[config.mk]
export PLATFORM = sky130hd
export DESIGN_NAME = dm_store_buffer
export DESIGN_NICKNAME = d
export VERILOG_FILES = /design/src/rtl/dm_store_buffer.sv
export SDC_FILE = /design/constraint.sdc
export NUM_CORES = 1
export LEC_CHECK = 0
export CORE_ASPECT_RATIO = 1.25
export CORE_MARGIN = 10
export CORE_UTILIZATION = 45
export CTS_CLUSTER_SIZE = 30
export DETAILED_ROUTE_END_ITERATION = 10
export HOLD_SLACK_MARGIN = 0.02
export PLACE_DENSITY = 0.63
export SYNTH_ARGS = -nofsm -noshare
export SYNTH_HDL_FRONTEND = slang
export SYNTH_SLANG_ARGS = --single-unit
[constraint.sdc]
create_clock -name clk -period 6 [get_ports clk]
set_input_delay 1.2 -clock clk [delete_from_list [all_inputs] [get_ports clk]]
set_output_delay 1.2 -clock clk [all_outputs]
set_load 0.01 [all_outputs]
[src/rtl/dm_store_buffer.sv]
// dm_store_buffer: posted-write store buffer between the MEM-stage store controller and the
// data-memory write port. It queues byte-masked 64-bit line writes in program order,
// coalesces back-to-back stores to the youngest line, and drains them through a valid/ready
// handshake. A line-match probe flags loads that would read stale DM data.
//
// Ports:
//   clk, rst_n          clock, asynchronous active-low reset
//   i_st_valid          store request
//   i_st_addr           store byte address; bits [2:0] ignored
//   i_st_wr_en          per-byte write mask (lane aligned)
//   i_st_data           store data (lane aligned)
//   o_st_ready          buffer can take a store this cycle
//   o_dm_wr_valid       head entry presented to DM
//   o_dm_wr_addr        head line index
//   o_dm_wr_en          head byte mask
//   o_dm_wr_data        head data
//   i_dm_wr_ready       DM accepts the head this cycle
//   i_ld_valid          load probe valid
//   i_ld_addr           load byte address
//   o_ld_hazard         probed line is pending in the buffer
//   o_empty             no entries occupied
//   o_count             number of occupied entries
module dm_store_buffer #(
  parameter int unsigned DEPTH  = 4,
  parameter int unsigned ADDR_W = 64
) (
  input  logic                       clk,
  input  logic                       rst_n,
  input  logic                       i_st_valid,
  input  logic [ADDR_W-1:0]          i_st_addr,
  input  logic [7:0]                 i_st_wr_en,
  input  logic [63:0]                i_st_data,
  output logic                       o_st_ready,
  output logic                       o_dm_wr_valid,
  output logic [ADDR_W-4:0]          o_dm_wr_addr,
  output logic [7:0]                 o_dm_wr_en,
  output logic [63:0]                o_dm_wr_data,
  input  logic                       i_dm_wr_ready,
  input  logic                       i_ld_valid,
  input  logic [ADDR_W-1:0]          i_ld_addr,
  output logic                       o_ld_hazard,
  output logic                       o_empty,
  output logic [$clog2(DEPTH+1)-1:0] o_count
);

  localparam int unsigned LineW = ADDR_W - 3;
  localparam int unsigned PtrW  = $clog2(DEPTH);
  localparam int unsigned CntW  = $clog2(DEPTH + 1);

  logic [LineW-1:0] line_q [DEPTH];
  logic [7:0]       mask_q [DEPTH];
  logic [63:0]      data_q [DEPTH];

  logic [PtrW-1:0]  head_q, head_d;
  logic [PtrW-1:0]  tail_q, tail_d;
  logic [CntW-1:0]  count_q, count_d;

  logic [LineW-1:0] st_line;
  logic [LineW-1:0] ld_line;
  logic [PtrW-1:0]  youngest;
  logic             accept;
  logic             merge;
  logic             push;
  logic             pop;
  logic [PtrW-1:0]  age [DEPTH];

  // Byte offsets are meaningless for line-granular tracking.
  logic unused_offsets;
  assign unused_offsets = ^{i_st_addr[2:0], i_ld_addr[2:0]};

  assign st_line  = i_st_addr[ADDR_W-1:3];
  assign ld_line  = i_ld_addr[ADDR_W-1:3];
  assign youngest = tail_q - PtrW'(1);

  assign o_st_ready = (count_q < CntW'(DEPTH));
  assign o_empty    = (count_q == '0);
  assign o_count    = count_q;

  // An all-zero mask is accepted but changes nothing.
  assign accept = i_st_valid & o_st_ready & (i_st_wr_en != 8'h00);
  // Requiring two entries guarantees the youngest is never the head, so a presented DM
  // payload is never modified underneath the handshake.
  assign merge  = accept & (count_q >= CntW'(2)) & (line_q[youngest] == st_line);
  assign push   = accept & ~merge;
  assign pop    = o_dm_wr_valid & i_dm_wr_ready;

  assign o_dm_wr_valid = (count_q != '0);
  assign o_dm_wr_addr  = line_q[head_q];
  assign o_dm_wr_en    = mask_q[head_q];
  assign o_dm_wr_data  = data_q[head_q];

  always_comb begin
    head_d  = head_q;
    tail_d  = tail_q;
    count_d = count_q;
    if (pop) begin
      head_d = head_q + PtrW'(1);
    end
    if (push) begin
      tail_d = tail_q + PtrW'(1);
    end
    unique case ({push, pop})
      2'b10:   count_d = count_q + CntW'(1);
      2'b01:   count_d = count_q - CntW'(1);
      default: count_d = count_q;
    endcase
  end

  // Age of each slot relative to head; a slot is occupied when its age is below count.
  always_comb begin
    o_ld_hazard = 1'b0;
    for (int unsigned i = 0; i < DEPTH; i++) begin
      age[i] = PtrW'(i) - head_q;
      if (i_ld_valid && (CntW'(age[i]) < count_q) && (line_q[i] == ld_line)) begin
        o_ld_hazard = 1'b1;
      end
    end
  end

  always_ff @(posedge clk or negedge rst_n) begin
    if (!rst_n) begin
      head_q  <= '0;
      tail_q  <= '0;
      count_q <= '0;
    end else begin
      head_q  <= head_d;
      tail_q  <= tail_d;
      count_q <= count_d;
    end
  end

  always_ff @(posedge clk or negedge rst_n) begin
    if (!rst_n) begin
      for (int unsigned i = 0; i < DEPTH; i++) begin
        line_q[i] <= '0;
        mask_q[i] <= '0;
        data_q[i] <= '0;
      end
    end else begin
      for (int unsigned i = 0; i < DEPTH; i++) begin
        if (push && (tail_q == PtrW'(i))) begin
          line_q[i] <= st_line;
          mask_q[i] <= i_st_wr_en;
          data_q[i] <= i_st_data;
        end else if (merge && (youngest == PtrW'(i))) begin
          mask_q[i] <= mask_q[i] | i_st_wr_en;
          for (int unsigned b = 0; b < 8; b++) begin
            if (i_st_wr_en[b]) begin
              data_q[i][8*b +: 8] <= i_st_data[8*b +: 8];
            end
          end
        end
      end
    end
  end

endmodule

* Word-level counts from Yosys, hierarchy flattened
Index checks and enable logic that the tools add are counted.
** Word-level totals
- Input port bits :: 205
- Bits in latches :: 0
- Memories :: 0
- Output and inout port bits :: 140
- RAM bits :: 0
- Bits in read-only memories :: 0
- Register bits after elaboration :: 539
** Operators by class
- Mux-type cells :: 41
- Bitwise operators :: 13
- Reductions and logical operators :: 90
- $add $sub $neg :: 9
- Order comparisons :: 8
- Divide/modulo/power cells :: 0
- Shift-type cells :: 0
- $mul :: 0
- Equal/unequal tests :: 13
** Operators by type and width (number)
- $mux 64 :: 10
- $eq 61x61->1 :: 5
- $bmux 61 s2 :: 2
- $mux 61 :: 4
- $mux 8 :: 18
- $bmux 64 s2 :: 1
- $reduce_bool 2->1 :: 37
- $reduce_and 2->1 :: 32
- $or 8x8->8 :: 4
- $bmux 8 s2 :: 1
- $logic_and 1x1->1 :: 16
- $lt 2x3->1 :: 4
- $eq 2x2->1 const B :: 5
- $reduce_bool 8->1 :: 1
- $and 1x1->1 :: 6
- $eq 2x1->1 const B :: 3
- $ge 3x3->1 const B :: 2
- $not 2->3 :: 2
- $pmux 3 s2 :: 1
- $add 2x1->2 const B :: 2
- $logic_not 2->1 :: 2
- $mux 1 :: 4
- $sub 1x2->2 const A :: 2
- $sub 2x2->2 const A :: 2
- other kinds (8) :: 8

* Longest topological paths before layout
Gate-level depths: netlist of run 1.
- Depth after elaboration :: 12
- Mapped depth :: 25
- Depth with buffers taken out :: 16

* Least setup slack after synthesis of run 1
No wires, ideal clock.
- Kind :: register -> register
- Start :: reg tail_q[0]
- End :: reg count_q[2], in the netlist o_count[2]
- Path slack :: 0.951 ns
- Clock period less this slack :: 5.049 ns
- Arrival time :: 4.969 ns
- Stages on the path, launching flop included :: 25
- Path through :: dfrtp_1 > buf_6 > buf_8 > buf_6 > inv_1 > buf_2 > ha_1 > buf_2 > buf_4 > buf_2 > buf_4 > mux4_2 > xor2_1 > or2_2 > nor4_1 > nand4_4 > clkbuf_1 > and2_1 > inv_1 > ha_1 > inv_1 > fa_1 > xor2_1 > nor2_1 > xnor2_1
** Between the ends
- Cells in the longest elaborated chain, start to end :: 11
- Elaborated cells on any way between the ends :: 13
- Those cells by class :: 1 x add/sub; 3 x eq/ne; 4 x mux; 4 x bitwise; 1 x reduce/logical
** Ends and longest elaborated chain
- start, declared :: line 55 : logic [PtrW-1:0] tail_q, tail_d;
- start signal, assigned :: line 127 : tail_q <= tail_d;
- $sub 2x1->2 (*) :: line 73 : assign youngest = tail_q - PtrW'(1);
- via youngest[0] :: line 60 : logic [PtrW-1:0] youngest;
- $not 2->3 (implied by the code) (*) :: line 83 : assign merge = accept & (count_q >= CntW'(2)) & (line_q[youngest] == st_line);
- $bmux 61 s2 (*) :: line 83
- $mux 61 (implied by the code) (*) (2 in a row) :: line 83
- $eq 61x61->1 (*) :: line 83
- $and 1x1->1 (*) :: line 83
- $not 1->1 (*) :: line 84 : assign push = accept & ~merge;
- $and 1x1->1 (*) :: line 84
- $eq 2x1->1 or $eq 2x2->1 (tied branches) :: line 102 : unique case ({push, pop})
- $pmux 3 s2 or $reduce_bool 2->1 (tied branches)
- end signal, assigned :: line 128 : count_q <= count_d;
- end, declared :: line 56 : logic [CntW-1:0] count_q, count_d;
The timed path passes the listed nets; every way through them passes the cells marked *. The select of a mux whose other input is x is not followed.
A chain may end at the register's enable or synchronous reset.

* Worst setup path in the final report of run 1
- Start :: in i_ld_addr[26]
- End :: out o_ld_hazard
** Between the ends
- Cells in the longest elaborated chain, start to end :: 6
- Elaborated cells on any way between the ends :: 12
- Those cells by class :: 4 x eq/ne; 4 x mux; 4 x reduce/logical
** Ends and longest elaborated chain
- start, declared :: line 40 : input logic [ADDR_W-1:0] i_ld_addr,
- $eq 61x61->1 :: line 114 : if (i_ld_valid && (CntW'(age[i]) < count_q) && (line_q[i] == ld_line)) begin
- $logic_and 1x1->1 :: line 114
- $mux 1 (3 in a row) :: line 114
- $mux 1 (*) :: line 114
- end, declared :: line 41 : output logic o_ld_hazard,
Every way passes the cells marked *; elsewhere a longest branch is shown, timed or not.

==> tab_implementation.tex, run 1 <==
\begin{tabular}{lr}
\hline
Metric & Value \\
\hline
\multicolumn{2}{l}{\textbf{Run status}} \\
Run status & completed \\
\multicolumn{2}{l}{\textbf{Pwr}} \\
Cell leakage power & 15.00 nW \\
Worst voltage drop across the vdd grid & 0.0003829 V \\
Power density over the cells & 662.4 mW/mm\^{}2 \\
\multicolumn{2}{l}{\textbf{Synth}} \\
Number of warning messages in the yosys log & 0 \\
Share of synthesized flip-flops with an asynchronous set or reset & 100.0\% \\
Number of enable-type register cells in the synthesized netlist & 0 \\
FF+latch count, synth & 539 \\
Net count after synthesis & 2408 \\
Largest area contributor in the netlist & sky130\_fd\_sc\_hd\_\_dfrtp\_1 \\
Cells after synthesis & 2189 \\
Synthesized area per cell & between 10 and 15 sq um \\
Area contributors post-synth & sky130\_fd\_sc\_hd\_\_dfrtp\_1 45\%, sky130\_fd\_sc\_hd\_\_mux4\_2 14\%, sky130\_fd\_sc\_hd\_\_mux2\_2 11\%, sky130\_fd\_sc\_hd\_\_mux2\_1 6.7\%, sky130\_fd\_sc\_hd\_\_xnor2\_1 3.6\% \\
Synth cell types & 65 \\
Proportion of netlist area held by the largest area contributor & 44.78\% \\
Top post-synthesis cells by count & 539 x sky130\_fd\_sc\_hd\_\_dfrtp\_1, 306 x sky130\_fd\_sc\_hd\_\_mux2\_2, 183 x sky130\_fd\_sc\_hd\_\_mux4\_2, 180 x sky130\_fd\_sc\_hd\_\_mux2\_1, 124 x sky130\_fd\_sc\_hd\_\_xnor2\_1 \\
Flip-flop cell with the highest count after synthesis & sky130\_fd\_sc\_hd\_\_dfrtp\_1 \\
Sequential share of the synthesized area & 44.78\% \\
Post-Synthesis Cell Area & 0.03012 sq mm \\
Top-count cell post-synth & sky130\_fd\_sc\_hd\_\_dfrtp\_1 \\
\multicolumn{2}{l}{\textbf{Place}} \\
Post-detailed-placement half-perimeter wirelength & around 92000 um \\
DP Area & 0.03531 sq mm \\
Buffers added on ports & about 340 \\
Pre-CTS worst setup slack & 61.61 ps \\
RePlAce Congestion & 1.049 \\
\multicolumn{2}{l}{\textbf{Timing}} \\
Worst slack on hold paths & 478.4 ps \\
Unrepaired setup endpoints after global routing & false \\
Final clock skew & around 22 ps \\
Time the worst path needs with I/O delays and setup & 5825 ps \\
Total negative setup slack & 0 ps \\
Final number of setup-violating endpoints & 0 \\
Slew HR & a little under a third \\
Worst slew pin tran & 1040 ps \\
Number of pins with negative max-slew slack in the final report & 0 \\
Share of the clock period used by the worst path & $\sim$97\% \\
Highest Clock Rate & 171.7 MHz \\
Total count of hold-check failures in the final report & 0 \\
Crit path setup slack, layout & 175.0 ps \\
\multicolumn{2}{l}{\textbf{Detailed routing}} \\
Vias per Instance & 6.215 \\
DRC violations left & 0 \\
Antenna-violating nets left & 0 \\
DRT Pass-1 Iters & 5 \\
Routed Wire Length & roughly 120000 um \\
Total vias in the final route & 21700 \\
Number of design-rule violations left by the first detailed-router iteration & approximately 1800 \\
Avg WL per Cell & about 35 um \\
\multicolumn{2}{l}{\textbf{Layout}} \\
Post-route cell area & between 0.03 and 0.04 sq mm \\
Fraction of final layout cells sized beyond drive strength 1 & 29.26\% \\
Final nets & about 2800 \\
Growth of design area from synthesis to finish & 24.48\% \\
Core utilization of the finished layout & 56.31\% \\
\multicolumn{2}{l}{\textbf{Critical path}} \\
CP Max Fanout & 2 \\
Arrival time of the worst setup path & 4620 ps \\
Sum of buffers and inverters on the critical path & 3 \\
Slowest cell on the critical path & sky130\_fd\_sc\_hd\_\_or4b\_2 \\
Top Family by Delay on Critical Path & simple AND/OR/NAND/NOR gates \\
Capturing element type of the critical path & output port \\
Critical path cell sequence & clkdlybuf4s50\_1, xnor2\_2, nand4\_1, nor4\_1, buf\_4, o2111ai\_1, nor4\_1, or4b\_2, nand4\_1, clkdlybuf4s50\_1 \\
Data required time of the worst path & between 4000 and 5000 ps \\
Critical path type & in -> out \\
Nature of the critical path startpoint & input pin \\
Biggest cell delay along the critical path & 630 ps \\
\multicolumn{2}{l}{\textbf{GRT}} \\
Global Route Usage Sum & 30.80\% \\
Gr ovfl total & 0 \\
Global-route wire length before repair & 171600 um \\
Number of antenna violations at the first check in global routing & 8 \\
Vias in the first global route & 22880 \\
Maximum number of pins on one net before global-route repair & 153 \\
\multicolumn{2}{l}{\textbf{Floorplanning}} \\
Core area & approximately 0.067 sq mm \\
Number of primary I/O pins & approximately 350 \\
Die H & 309.2 um \\
Rows & 106 \\
Initial Utilization & 45.24\% \\
Area enclosed by the die boundary & around 0.078 sq mm \\
Die X-Extent & 251.4 um \\
\multicolumn{2}{l}{\textbf{Clock network}} \\
Clock tree from TritonCTS & yes \\
Inserted Clock Buffers & 59 \\
Later-pin clock latency in the skew report & between 600 and 700 ps \\
Root Buffer Master & sky130\_fd\_sc\_hd\_\_clkbuf\_16 \\
CTS clk-pin slew, worst paths & 50 ps \\
CTS H-tree lvls & 2 \\
Clock Tree Buf Depth & 3 \\
Sink count of the clock tree & 539 \\
\multicolumn{2}{l}{\textbf{Min path}} \\
Worst hold-check path type & reg -> reg \\
\multicolumn{2}{l}{\textbf{Run}} \\
Number of maximum-capacitance constraint violations & 0 \\
\hline
\end{tabular}
-- path summary, 6_finish.rpt --
| path | end | cells after the start | slack (ps) | start |
|---|---|---|---|---|
| max | o_ld_hazard | 10 | 180 | i_ld_addr[26] |
| min | data_q[115] | 1 | 480 | data_q[115] |
| max reg2reg | o_count[2] | 17 | 1010 | tail_q[1] |
| min reg2reg | data_q[115] | 1 | 480 | data_q[115] |
| max in group asynchronous | data_q[22] | 2 | 3980 | rst_n |
| min in group asynchronous | line_q[207] | 1 | 580 | rst_n |
-- what timing repair did --
action                                  in CTS  in global routing
buffers inserted                             0                  0
hold endpoints to repair                     0                  0
hold buffers                                 0                  0
endpoints found under the setup margin       0                  1
gates resized for setup                      0                  1
-- layout make-up --
cell class / instances / area [sq um]
multi-input combinational: 1444 / 15740
antenna: 3 / 7.507
clock inverter: 24 / 424.2
inverter: 72 / 270.3
clock buffer: 87 / 1743
timing repair buffer: 459 / 4722
tap: 864 / 1081
fill: 5497 / 29090
sequential: 539 / 13500
-- power by group --
group / internal (mW) / total [mW] / switching [mW]
combinational: 6.77 / 13.4 / 6.64
clock: 2.45 / 4.03 / 1.58
sequential: 5.47 / 7.40 / 1.92
-- routing by layer --
metal / up-vias / wire length [um] / global-route usage, %
met4: 12 / 8068 / 18.12
met3: 235 / 7925 / 6.187
met1: 11450 / 44600 / 35.77
met5: - / 73 / 0
li1: 9079 / - / -
met2: 930 / 60180 / 52.44
-- placed cells by master (no fill, tap or decap), types with 5 or more instances in the layout --
cell                              netlist  final
sky130_fd_sc_hd__clkbuf_16              0     60
sky130_fd_sc_hd__o221ai_1               9      9
sky130_fd_sc_hd__mux2_2               306    306
sky130_fd_sc_hd__clkdlybuf4s50_1        0    337
sky130_fd_sc_hd__o2bb2ai_1              7      7
sky130_fd_sc_hd__mux2_1               180    180
sky130_fd_sc_hd__a22oi_1                9      9
sky130_fd_sc_hd__nor4_1                40     40
sky130_fd_sc_hd__nand3_1               46     46
sky130_fd_sc_hd__nor2_1                19     17
sky130_fd_sc_hd__a221oi_1              14     14
sky130_fd_sc_hd__ha_1                  13     12
sky130_fd_sc_hd__nor3_1                 5      5
sky130_fd_sc_hd__a21oi_1               13     13
sky130_fd_sc_hd__o211ai_1              33     33
sky130_fd_sc_hd__mux2i_1               59     59
sky130_fd_sc_hd__dfrtp_1              539    536
sky130_fd_sc_hd__mux2_4                 8      8
sky130_fd_sc_hd__clkbuf_1              55     13
sky130_fd_sc_hd__buf_12                 0     34
sky130_fd_sc_hd__o22ai_1               22     22
sky130_fd_sc_hd__mux4_2               183    183
sky130_fd_sc_hd__clkbuf_8               0     14
sky130_fd_sc_hd__inv_1                 72     72
sky130_fd_sc_hd__xnor2_1              124    123
sky130_fd_sc_hd__nand4_1               76     76
sky130_fd_sc_hd__bufinv_16              0     10
sky130_fd_sc_hd__xor2_1               113    113
sky130_fd_sc_hd__buf_4                  9     87
sky130_fd_sc_hd__o21ai_0               41     41
sky130_fd_sc_hd__mux2i_2               28     28
sky130_fd_sc_hd__nand2_1               25     25
sky130_fd_sc_hd__nand2b_1               9      9
sky130_fd_sc_hd__clkinv_2               0      8
-- cells by family (layout without fill, tap and decap cells) --
kind of cell | after synthesis | count (layout) | share of synthesized area (%)
AO/OA/AOI/OAI | 174 | 174 | 4.067
XOR/XNOR | 237 | 237 | 6.892
adder cells (fa/ha/maj) | 14 | 14 | 0.6066
buffers and inverters | 206 | 642 | 3.107
flip-flops | 539 | 539 | 44.78
multiplexers | 766 | 766 | 35.64
other | 0 | 3 | 0
AND/OR/NAND/NOR | 253 | 253 | 4.898
-- metrics by stage --
step                      std cells  power, mW
after floorplan                2189      14.26
after global placement         3378      20.54
after CTS                      3489      24.92
after detailed placement       3378      20.79
after global routing           3490      25.83
final                          3492      24.84
-- state kept, by name, summed over array words and instances, names as in the netlist --
name and flops:
line_q 244, data_q 256, o_count 3, head_q 2, tail_q 2, mask_q 32
No activity file was read; power rests on OpenSTA's default activity.
==> inputs of run 2 (changes only) <==
--- a/config.mk
+++ b/config.mk
@@ -6,7 +6,7 @@
 export NUM_CORES = 1
 export LEC_CHECK = 0
 export CORE_ASPECT_RATIO = 1.25
-export CORE_MARGIN = 10
+export CORE_MARGIN = 2
 export CORE_UTILIZATION = 45
 export CTS_CLUSTER_SIZE = 30
 export DETAILED_ROUTE_END_ITERATION = 10
==> run 2 against run 1 <==
  * Worst hold slack gained 1.1 ps
  * Fmax grew 1.4%
  * Die area shrank 11%
  * Critical path depth grew 1
  * Core utilization shrank 0.68 points
  * Via count shrank 0.24%
  * Global-route usage grew 3.2 points
  * Sequential power shrank 2%
  * Final cell count is essentially flat
  * Non-clock buffer count grew 9
  * Clock power shrank 7.7%
  * Critical path type unchanged
  * Highest routed layer unchanged
==> tab_implementation.tex, run 2 (synthesized netlist as in run 1, its figures left out) <==
\begin{tabular}{lr}
\hline
Metric & Value \\
\hline
\multicolumn{2}{l}{\textbf{GRT}} \\
Vias in the first global route & 22790 (was 22880) \\
Maximum number of pins on one net before global-route repair & 163 (was 153) \\
Global Route Usage Sum & 34.00\% (was 30.80\%) \\
Global-route wire length before repair & 168100 um (was 171600 um) \\
Number of antenna violations at the first check in global routing & 9 (was 8) \\
Gr ovfl total & 0 (unchanged) \\
\multicolumn{2}{l}{\textbf{Detailed routing}} \\
DRC violations left & 0 (unchanged) \\
DRT Pass-1 Iters & 6 (was 5) \\
Vias per Instance & 6.196 (was 6.215) \\
Antenna-violating nets left & 0 (unchanged) \\
Number of design-rule violations left by the first detailed-router iteration & 1747 (was 1847) \\
Avg WL per Cell & 33.57 um (was 34.61 um) \\
Routed Wire Length & 117300 um (was 120900 um) \\
Total vias in the final route & 21650 (was 21700) \\
\multicolumn{2}{l}{\textbf{Timing}} \\
Share of the clock period used by the worst path & 95.70\% (was 97.08\%) \\
Time the worst path needs with I/O delays and setup & 5742 ps (was 5825 ps) \\
Worst slack on hold paths & 479.5 ps (was 478.4 ps) \\
Final number of setup-violating endpoints & 0 (unchanged) \\
Worst slew pin tran & 1122 ps (was 1040 ps) \\
Total negative setup slack & 0 ps (unchanged) \\
Highest Clock Rate & 174.2 MHz (was 171.7 MHz) \\
Crit path setup slack, layout & 258.3 ps (was 175.0 ps) \\
Final clock skew & 39.82 ps (was 21.86 ps) \\
Number of pins with negative max-slew slack in the final report & 0 (unchanged) \\
Total count of hold-check failures in the final report & 0 (unchanged) \\
Slew HR & 25.05\% (was 30.48\%) \\
Unrepaired setup endpoints after global routing & false (unchanged) \\
\multicolumn{2}{l}{\textbf{Layout}} \\
Growth of design area from synthesis to finish & 22.99\% (was 24.48\%) \\
Largest registers & data\_q (256), line\_q (244), mask\_q (32) (unchanged) \\
Final nets & 2802 (was 2794) \\
Most flops, register & data\_q (unchanged) \\
Commonest non-fill, non-tap cell in the layout & sky130\_fd\_sc\_hd\_\_dfrtp\_1 (unchanged) \\
Non-filler cells, final & 3494 (was 3492) \\
Most frequent cells in the layout & 536 x sky130\_fd\_sc\_hd\_\_dfrtp\_1, 337 x sky130\_fd\_sc\_hd\_\_clkdlybuf4s50\_1, 306 x sky130\_fd\_sc\_hd\_\_mux2\_2, 183 x sky130\_fd\_sc\_hd\_\_mux4\_2, 180 x sky130\_fd\_sc\_hd\_\_mux2\_1 (unchanged) \\
Flip-flop count of the largest register after layout & 256 (unchanged) \\
Post-route cell area & 0.03704 sq mm (was 0.03749 sq mm) \\
Core utilization of the finished layout & 55.63\% (was 56.31\%) \\
Fraction of final layout cells sized beyond drive strength 1 & 29.26\% (about the same) \\
\multicolumn{2}{l}{\textbf{Clock network}} \\
CTS H-tree lvls & 2 (unchanged) \\
Clock tree from TritonCTS & yes (unchanged) \\
Post-CTS resize count & 0 (unchanged) \\
Number of post-CTS setup repair buffers & 0 (unchanged) \\
CTS clk-pin slew, worst paths & 60 ps (was 50 ps) \\
Later-pin clock latency in the skew report & 650 ps (about the same) \\
Inserted Clock Buffers & 58 (was 59) \\
Hold-fix buffer count after cts & 0 (unchanged) \\
Sink count of the clock tree & 539 (unchanged) \\
Root Buffer Master & sky130\_fd\_sc\_hd\_\_clkbuf\_16 (unchanged) \\
Clock Tree Buf Depth & 3 (unchanged) \\
\multicolumn{2}{l}{\textbf{Floorplanning}} \\
Area enclosed by the die boundary & 0.06903 sq mm (was 0.07774 sq mm) \\
Die H & 293.2 um (was 309.2 um) \\
Number of primary I/O pins & 345 (unchanged) \\
Core area & 0.06658 sq mm (unchanged) \\
Rows & 106 (unchanged) \\
Die X-Extent & 235.4 um (was 251.4 um) \\
Initial Utilization & 45.24\% (unchanged) \\
\multicolumn{2}{l}{\textbf{Pwr}} \\
Combinational cell fraction of total power & 55.0\% (was 54.0\%) \\
Share of power burned in registers & 29.8\% (about the same) \\
Power density over the cells & 660.0 mW/mm\^{}2 (was 662.4 mW/mm\^{}2) \\
Switching power of the nets & 10.05 mW (was 10.14 mW) \\
Internal power & 14.39 mW (was 14.69 mW) \\
Final Total Pwr & 24.45 mW (was 24.84 mW) \\
Cell leakage power & 14.87 nW (was 15.00 nW) \\
Clk pwr share & 15.2\% (was 16.2\%) \\
Worst voltage drop across the vdd grid & 0.0003230 V (was 0.0003829 V) \\
Sw frac & 41.12\% (was 40.84\%) \\
\multicolumn{2}{l}{\textbf{Critical path}} \\
Capturing element type of the critical path & output port (unchanged) \\
Data required time of the worst path & 4800 ps (about the same) \\
Arrival time of the worst setup path & 4540 ps (was 4620 ps) \\
CP Max Fanout & 2 (unchanged) \\
Worst reg-to-reg path cell count & 12 (was 17) \\
Critical path type & in -> out (unchanged) \\
Nature of the critical path startpoint & input pin (unchanged) \\
\multicolumn{2}{l}{\textbf{Place}} \\
Pre-CTS worst setup slack & 263.2 ps (was 61.61 ps) \\
Post-detailed-placement half-perimeter wirelength & 88910 um (was 92090 um) \\
Buffers added on ports & 338 (unchanged) \\
RePlAce Congestion & 1.017 (was 1.049) \\
DP Area & 0.03508 sq mm (was 0.03531 sq mm) \\
Instance count after placement with tap cells included & 3387 (was 3378) \\
\multicolumn{2}{l}{\textbf{Run}} \\
Number of maximum-capacitance constraint violations & 0 (unchanged) \\
\multicolumn{2}{l}{\textbf{Min path}} \\
Worst hold-check path type & reg -> reg (unchanged) \\
Depth of the worst hold-timing path & 1 (unchanged) \\
\multicolumn{2}{l}{\textbf{Run status}} \\
Run status & completed (unchanged) \\
\hline
\end{tabular}
-- run 2: cell types whose count changed in the layout (fill, tap and decap cells not counted), sizes merged --
cell / before / now
buf: 122 / 131
bufinv: 10 / 5
clkbuf: 87 / 84
clkinv: 9 / 14
clkinvlp: 3 / 1
diode: 3 / 2
inv: 74 / 73
-- run 2: area by class of cell --
class	instances	area, sq um
fillers	5518	29540
multi-input cells	1444	15740
flip-flops and latches	539	13500
repair buffers	468	4489
clock buffers	84	1669
well taps	864	1081
clock inverters	21	290.3
inverters	72	270.3
diodes	2	5.005
-- run 2: final timing paths --
check / from / endpoint / slack [ps]
min reg2reg: data_q[66] / data_q[66] / 480
max in group asynchronous: rst_n / line_q[109] / 3960
max: i_ld_addr[22] / o_ld_hazard / 260
min in group asynchronous: rst_n / line_q[85] / 550
min: data_q[66] / data_q[66] / 480
max reg2reg: tail_q[1] / line_q[152] / 870
-- run 2: critical path, stage by stage --
cell and delay [ps]:
sky130_fd_sc_hd__clkdlybuf4s50_1 520, sky130_fd_sc_hd__xnor2_1 140, sky130_fd_sc_hd__buf_4 170, sky130_fd_sc_hd__nand4_1 150, sky130_fd_sc_hd__nor4_1 310, sky130_fd_sc_hd__buf_4 180
sky130_fd_sc_hd__o2111ai_1 160, sky130_fd_sc_hd__nor4_1 300, sky130_fd_sc_hd__or4b_2 610, sky130_fd_sc_hd__nand4_1 200, sky130_fd_sc_hd__clkdlybuf4s50_1 580
-- run 2: power groups by stage --
| stage | sequential (mW) | combinational (mW) | clock (mW) |
|---|---|---|---|
| floorplan | 6.53 | 7.73 | 0 |
| global placement | 7.14 | 13.3 | 0 |
| detailed placement | 7.32 | 13.4 | 0 |
| CTS | 7.26 | 13.4 | 3.78 |
| global route | 7.51 | 13.9 | 3.94 |
| finish | 7.28 | 13.4 | 3.72 |
-- run 2: routing by layer --
metal,global-route usage [%],vias to the layer above,wire length (um)
met3,5.534,236,6901
met5,0,-,92
met4,18.60,14,7590
met1,41.23,11450,44290
li1,-,9084,-
met2,58.18,861,58420
==> inputs of run 3 (changes only) <==
--- a/config.mk
+++ b/config.mk
@@ -5,13 +5,15 @@
 export SDC_FILE = /design/constraint.sdc
 export NUM_CORES = 1
 export LEC_CHECK = 0
+export ABC_AREA = 1
 export CORE_ASPECT_RATIO = 1.25
 export CORE_MARGIN = 2
 export CORE_UTILIZATION = 45
 export CTS_CLUSTER_SIZE = 30
 export DETAILED_ROUTE_END_ITERATION = 10
 export HOLD_SLACK_MARGIN = 0.02
-export PLACE_DENSITY = 0.63
+export PLACE_DENSITY = 0.66
+export SLEW_MARGIN = 20
 export SYNTH_ARGS = -nofsm -noshare
 export SYNTH_HDL_FRONTEND = slang
 export SYNTH_SLANG_ARGS = --single-unit
==> run 3 against run 2 <==
  * Critical path depth shrank 2
  * Critical endpoint unchanged
  * Sequential cell count is the same
  * Total power shrank 8.1%
  * Clock power is essentially flat
  * Sequential power is essentially flat
  * Synthesized area grew 0.65%
  * Combinational power shrank 15%
  * Core utilization shrank 1.0 points
  * Global-route usage grew 4.2 points
  * Register-to-register slack gained 430 ps
  * Routed wire length grew 15%
  * Worst hold slack is essentially flat
  * Largest power group unchanged
==> tab_implementation.tex, run 3 <==
\begin{tabular}{lr}
\hline
Metric & Value \\
\hline
\multicolumn{2}{l}{\textbf{Synth}} \\
Sequential share of the synthesized area & 44.50\% (was 44.78\%) \\
Top-count cell post-synth & sky130\_fd\_sc\_hd\_\_nand2\_1 (was sky130\_fd\_sc\_hd\_\_dfrtp\_1) \\
Post-Synthesis Cell Area & 0.03031 sq mm (was 0.03012 sq mm) \\
Proportion of netlist area held by the largest area contributor & 44.50\% (was 44.78\%) \\
Synthesized area per cell & 7.546 sq um (was 13.76 sq um) \\
Area contributors post-synth & sky130\_fd\_sc\_hd\_\_dfrtp\_1 44\%, sky130\_fd\_sc\_hd\_\_nand2\_1 19\%, sky130\_fd\_sc\_hd\_\_nand3\_1 10\%, sky130\_fd\_sc\_hd\_\_o21ai\_1 4.0\%, sky130\_fd\_sc\_hd\_\_a22oi\_1 3.3\% (was sky130\_fd\_sc\_hd\_\_dfrtp\_1 45\%, sky130\_fd\_sc\_hd\_\_mux4\_2 14\%, sky130\_fd\_sc\_hd\_\_mux2\_2 11\%, sky130\_fd\_sc\_hd\_\_mux2\_1 6.7\%, sky130\_fd\_sc\_hd\_\_xnor2\_1 3.6\%) \\
FF+latch count, synth & 539 (unchanged) \\
Share of synthesized flip-flops with an asynchronous set or reset & 100.0\% (unchanged) \\
Largest area contributor in the netlist & sky130\_fd\_sc\_hd\_\_dfrtp\_1 (unchanged) \\
Top post-synthesis cells by count & 1497 x sky130\_fd\_sc\_hd\_\_nand2\_1, 621 x sky130\_fd\_sc\_hd\_\_nand3\_1, 539 x sky130\_fd\_sc\_hd\_\_dfrtp\_1, 243 x sky130\_fd\_sc\_hd\_\_o21ai\_1, 226 x sky130\_fd\_sc\_hd\_\_inv\_1 (was 539 x sky130\_fd\_sc\_hd\_\_dfrtp\_1, 306 x sky130\_fd\_sc\_hd\_\_mux2\_2, 183 x sky130\_fd\_sc\_hd\_\_mux4\_2, 180 x sky130\_fd\_sc\_hd\_\_mux2\_1, 124 x sky130\_fd\_sc\_hd\_\_xnor2\_1) \\
Synth cell types & 42 (was 65) \\
Cells after synthesis & 4017 (was 2189) \\
Number of warning messages in the yosys log & 0 (unchanged) \\
Number of enable-type register cells in the synthesized netlist & 0 (unchanged) \\
Flip-flop cell with the highest count after synthesis & sky130\_fd\_sc\_hd\_\_dfrtp\_1 (unchanged) \\
Net count after synthesis & 4236 (was 2408) \\
\multicolumn{2}{l}{\textbf{Clock network}} \\
Clock tree from TritonCTS & yes (unchanged) \\
Clock Tree Buf Depth & 3 (unchanged) \\
Hold-fix buffer count after cts & 0 (unchanged) \\
Inserted Clock Buffers & 57 (was 58) \\
CTS H-tree lvls & 2 (unchanged) \\
Post-CTS resize count & 0 (unchanged) \\
Root Buffer Master & sky130\_fd\_sc\_hd\_\_clkbuf\_16 (unchanged) \\
Later-pin clock latency in the skew report & 670 ps (was 650 ps) \\
Sink count of the clock tree & 539 (unchanged) \\
CTS clk-pin slew, worst paths & 60 ps (about the same) \\
Number of post-CTS setup repair buffers & 0 (unchanged) \\
\multicolumn{2}{l}{\textbf{Floorplanning}} \\
Rows & 106 (unchanged) \\
Die X-Extent & 236.1 um (was 235.4 um) \\
Area enclosed by the die boundary & 0.06947 sq mm (was 0.06903 sq mm) \\
Number of primary I/O pins & 345 (unchanged) \\
Core area & 0.06684 sq mm (was 0.06658 sq mm) \\
Die H & 294.2 um (was 293.2 um) \\
Initial Utilization & 45.35\% (was 45.24\%) \\
\multicolumn{2}{l}{\textbf{Layout}} \\
Fraction of final layout cells sized beyond drive strength 1 & 5.528\% (was 29.26\%) \\
Growth of design area from synthesis to finish & 20.38\% (was 22.99\%) \\
Most flops, register & data\_q (unchanged) \\
Commonest non-fill, non-tap cell in the layout & sky130\_fd\_sc\_hd\_\_nand2\_1 (was sky130\_fd\_sc\_hd\_\_dfrtp\_1) \\
Largest registers & data\_q (256), line\_q (244), mask\_q (32) (unchanged) \\
Flip-flop count of the largest register after layout & 256 (unchanged) \\
Final nets & 4478 (was 2802) \\
Most frequent cells in the layout & 1496 x sky130\_fd\_sc\_hd\_\_nand2\_1, 621 x sky130\_fd\_sc\_hd\_\_nand3\_1, 536 x sky130\_fd\_sc\_hd\_\_dfrtp\_1, 337 x sky130\_fd\_sc\_hd\_\_clkdlybuf4s50\_1, 243 x sky130\_fd\_sc\_hd\_\_o21ai\_1 (was 536 x sky130\_fd\_sc\_hd\_\_dfrtp\_1, 337 x sky130\_fd\_sc\_hd\_\_clkdlybuf4s50\_1, 306 x sky130\_fd\_sc\_hd\_\_mux2\_2, 183 x sky130\_fd\_sc\_hd\_\_mux4\_2, 180 x sky130\_fd\_sc\_hd\_\_mux2\_1) \\
\multicolumn{2}{l}{\textbf{Detailed routing}} \\
DRC violations left & 0 (unchanged) \\
Routed Wire Length & 134300 um (was 117300 um) \\
DRT Pass-1 Iters & 5 (was 6) \\
Vias per Instance & 5.937 (was 6.196) \\
Total vias in the final route & 30710 (was 21650) \\
Number of design-rule violations left by the first detailed-router iteration & 2700 (was 1747) \\
Avg WL per Cell & 25.96 um (was 33.57 um) \\
Antenna-violating nets left & 0 (unchanged) \\
\multicolumn{2}{l}{\textbf{Place}} \\
Post-detailed-placement half-perimeter wirelength & 98080 um (was 88910 um) \\
Pre-CTS worst setup slack & 716.4 ps (was 263.2 ps) \\
RePlAce Congestion & 1.065 (was 1.017) \\
Buffers added on ports & 338 (unchanged) \\
\multicolumn{2}{l}{\textbf{Timing}} \\
Share of the clock period used by the worst path & 91.28\% (was 95.70\%) \\
Time the worst path needs with I/O delays and setup & 5477 ps (was 5742 ps) \\
Highest Clock Rate & 182.6 MHz (was 174.2 MHz) \\
Crit path setup slack, layout & 523.0 ps (was 258.3 ps) \\
Slew HR & 31.83\% (was 25.05\%) \\
Number of pins with negative max-slew slack in the final report & 0 (unchanged) \\
Final clock skew & 49.43 ps (was 39.82 ps) \\
Total negative setup slack & 0 ps (unchanged) \\
Unrepaired setup endpoints after global routing & false (unchanged) \\
Final number of setup-violating endpoints & 0 (unchanged) \\
Total count of hold-check failures in the final report & 0 (unchanged) \\
Worst slew pin tran & 1023 ps (was 1122 ps) \\
\multicolumn{2}{l}{\textbf{Critical path}} \\
Critical path type & in -> out (unchanged) \\
Arrival time of the worst setup path & 4280 ps (was 4540 ps) \\
Capturing element type of the critical path & output port (unchanged) \\
Data required time of the worst path & 4800 ps (about the same) \\
CP Max Fanout & 7 (was 2) \\
Nature of the critical path startpoint & input pin (unchanged) \\
\multicolumn{2}{l}{\textbf{GRT}} \\
Global Route Usage Sum & 38.19\% (was 34.00\%) \\
Number of antenna violations at the first check in global routing & 6 (was 9) \\
Vias in the first global route & 29930 (was 22790) \\
Maximum number of pins on one net before global-route repair & 134 (was 163) \\
Global-route wire length before repair & 197700 um (was 168100 um) \\
Gr ovfl total & 0 (unchanged) \\
\multicolumn{2}{l}{\textbf{Run status}} \\
Run status & completed (unchanged) \\
\multicolumn{2}{l}{\textbf{Pwr}} \\
Share of power burned in registers & 32.5\% (was 29.8\%) \\
Internal power & 11.80 mW (was 14.39 mW) \\
Combinational cell fraction of total power & 50.9\% (was 55.0\%) \\
Clk pwr share & 16.7\% (was 15.2\%) \\
Sw frac & 47.50\% (was 41.12\%) \\
Power density over the cells & 615.8 mW/mm\^{}2 (was 660.0 mW/mm\^{}2) \\
Cell leakage power & 17.45 nW (was 14.87 nW) \\
Switching power of the nets & 10.67 mW (was 10.05 mW) \\
Worst voltage drop across the vdd grid & 0.0005750 V (was 0.0003230 V) \\
\multicolumn{2}{l}{\textbf{Run}} \\
Number of maximum-capacitance constraint violations & 0 (unchanged) \\
\multicolumn{2}{l}{\textbf{Min path}} \\
Worst hold-check path type & reg -> reg (unchanged) \\
\hline
\end{tabular}
[run 3: changes by cell type in the layout (fill, tap and decap cells not counted), sizes merged, moves of 58 or more]
| cell | delta |
|---|---|
| nor2 | +83 |
| mux2 | -494 |
| mux4 | -183 |
| o21ai | +253 |
| xor2 | -92 |
| mux2i | -89 |
| buf | -71 |
| a22oi | +124 |
| xnor2 | -86 |
| nand3 | +579 |
| inv | +156 |
| nand2 | +1501 |
| o22ai | +58 |
[run 3: kinds of logic after synthesis]
group | share of synthesized area (%)
AND/OR/NAND/NOR | 33.65
AO/OA/AOI/OAI | 12.95
flip-flops | 44.50
buffers and inverters | 6.600
XOR/XNOR | 1.705
adder cells (fa/ha/maj) | 0.6026
[run 3: power by group through the flow]
stage,logic [mW],registers [mW],clock network (mW)
finish,11.4,7.30,3.75
global route,12.4,7.42,3.92
CTS,11.3,7.22,3.79
detailed placement,11.2,7.25,0
global placement,11.1,7.24,0
floorplan,6.74,6.31,0
[run 3: cell type report]
class	count	area, sq um
Inverter	229	862.1
Tap cell	864	1081
Antenna cell	4	10.01
Fill cell	6485	30350
Clock buffer	84	1718
Timing Repair Buffer	397	4156
Sequential cell	539	13500
Multi-Input combinational cell	3035	14880
Clock inverter	21	280.3
[run 3: worst max-delay path, stage by stage]
cell and delay (ps):
sky130_fd_sc_hd__clkdlybuf4s50_1 750, sky130_fd_sc_hd__inv_1 330, sky130_fd_sc_hd__o22ai_1 180, sky130_fd_sc_hd__nor4_1 610, sky130_fd_sc_hd__nand4_1 170, sky130_fd_sc_hd__nor2_1 130, sky130_fd_sc_hd__nand3_1 80, sky130_fd_sc_hd__nand4_1 220
sky130_fd_sc_hd__clkdlybuf4s50_1 590
[run 3: layer usage]
metal	GRT usage [%]	wire length, um	up-vias
li1	-	-	14040
met3	7.008	10210	358
met2	63.33	62890	1517
met4	23.46	9556	6
met1	46.25	51610	14790
met5	0	35	-
[run 3: path summary, 6_finish.rpt]
path                       cells after the start  slack, ps           from          end
max                                            9        520  i_ld_addr[30]  o_ld_hazard
min                                            2        480     mask_q[10]   mask_q[10]
max reg2reg                                   16       1300      tail_q[1]   data_q[39]
min reg2reg                                    2        480     mask_q[10]   mask_q[10]
max in group asynchronous                      2       4160          rst_n   data_q[70]
min in group asynchronous                      1        590          rst_n  line_q[147]
[run 3: through the flow]
step           cell area [sq um]  hold slack (ps)  power, mW  cells  util (%)
3_5_place_dp               34480            465.7      18.47   5064     51.58
2_1_floorplan              30310            449.3      13.06   4017         -
4_1_cts                    36480            483.1      22.29   5169     54.57
6_report                   36490            480.0      22.47   5173     54.59
3_3_place_gp               34480            462.0      18.33   5064     51.58
5_1_grt                    36480            489.2      23.70   5170     54.58
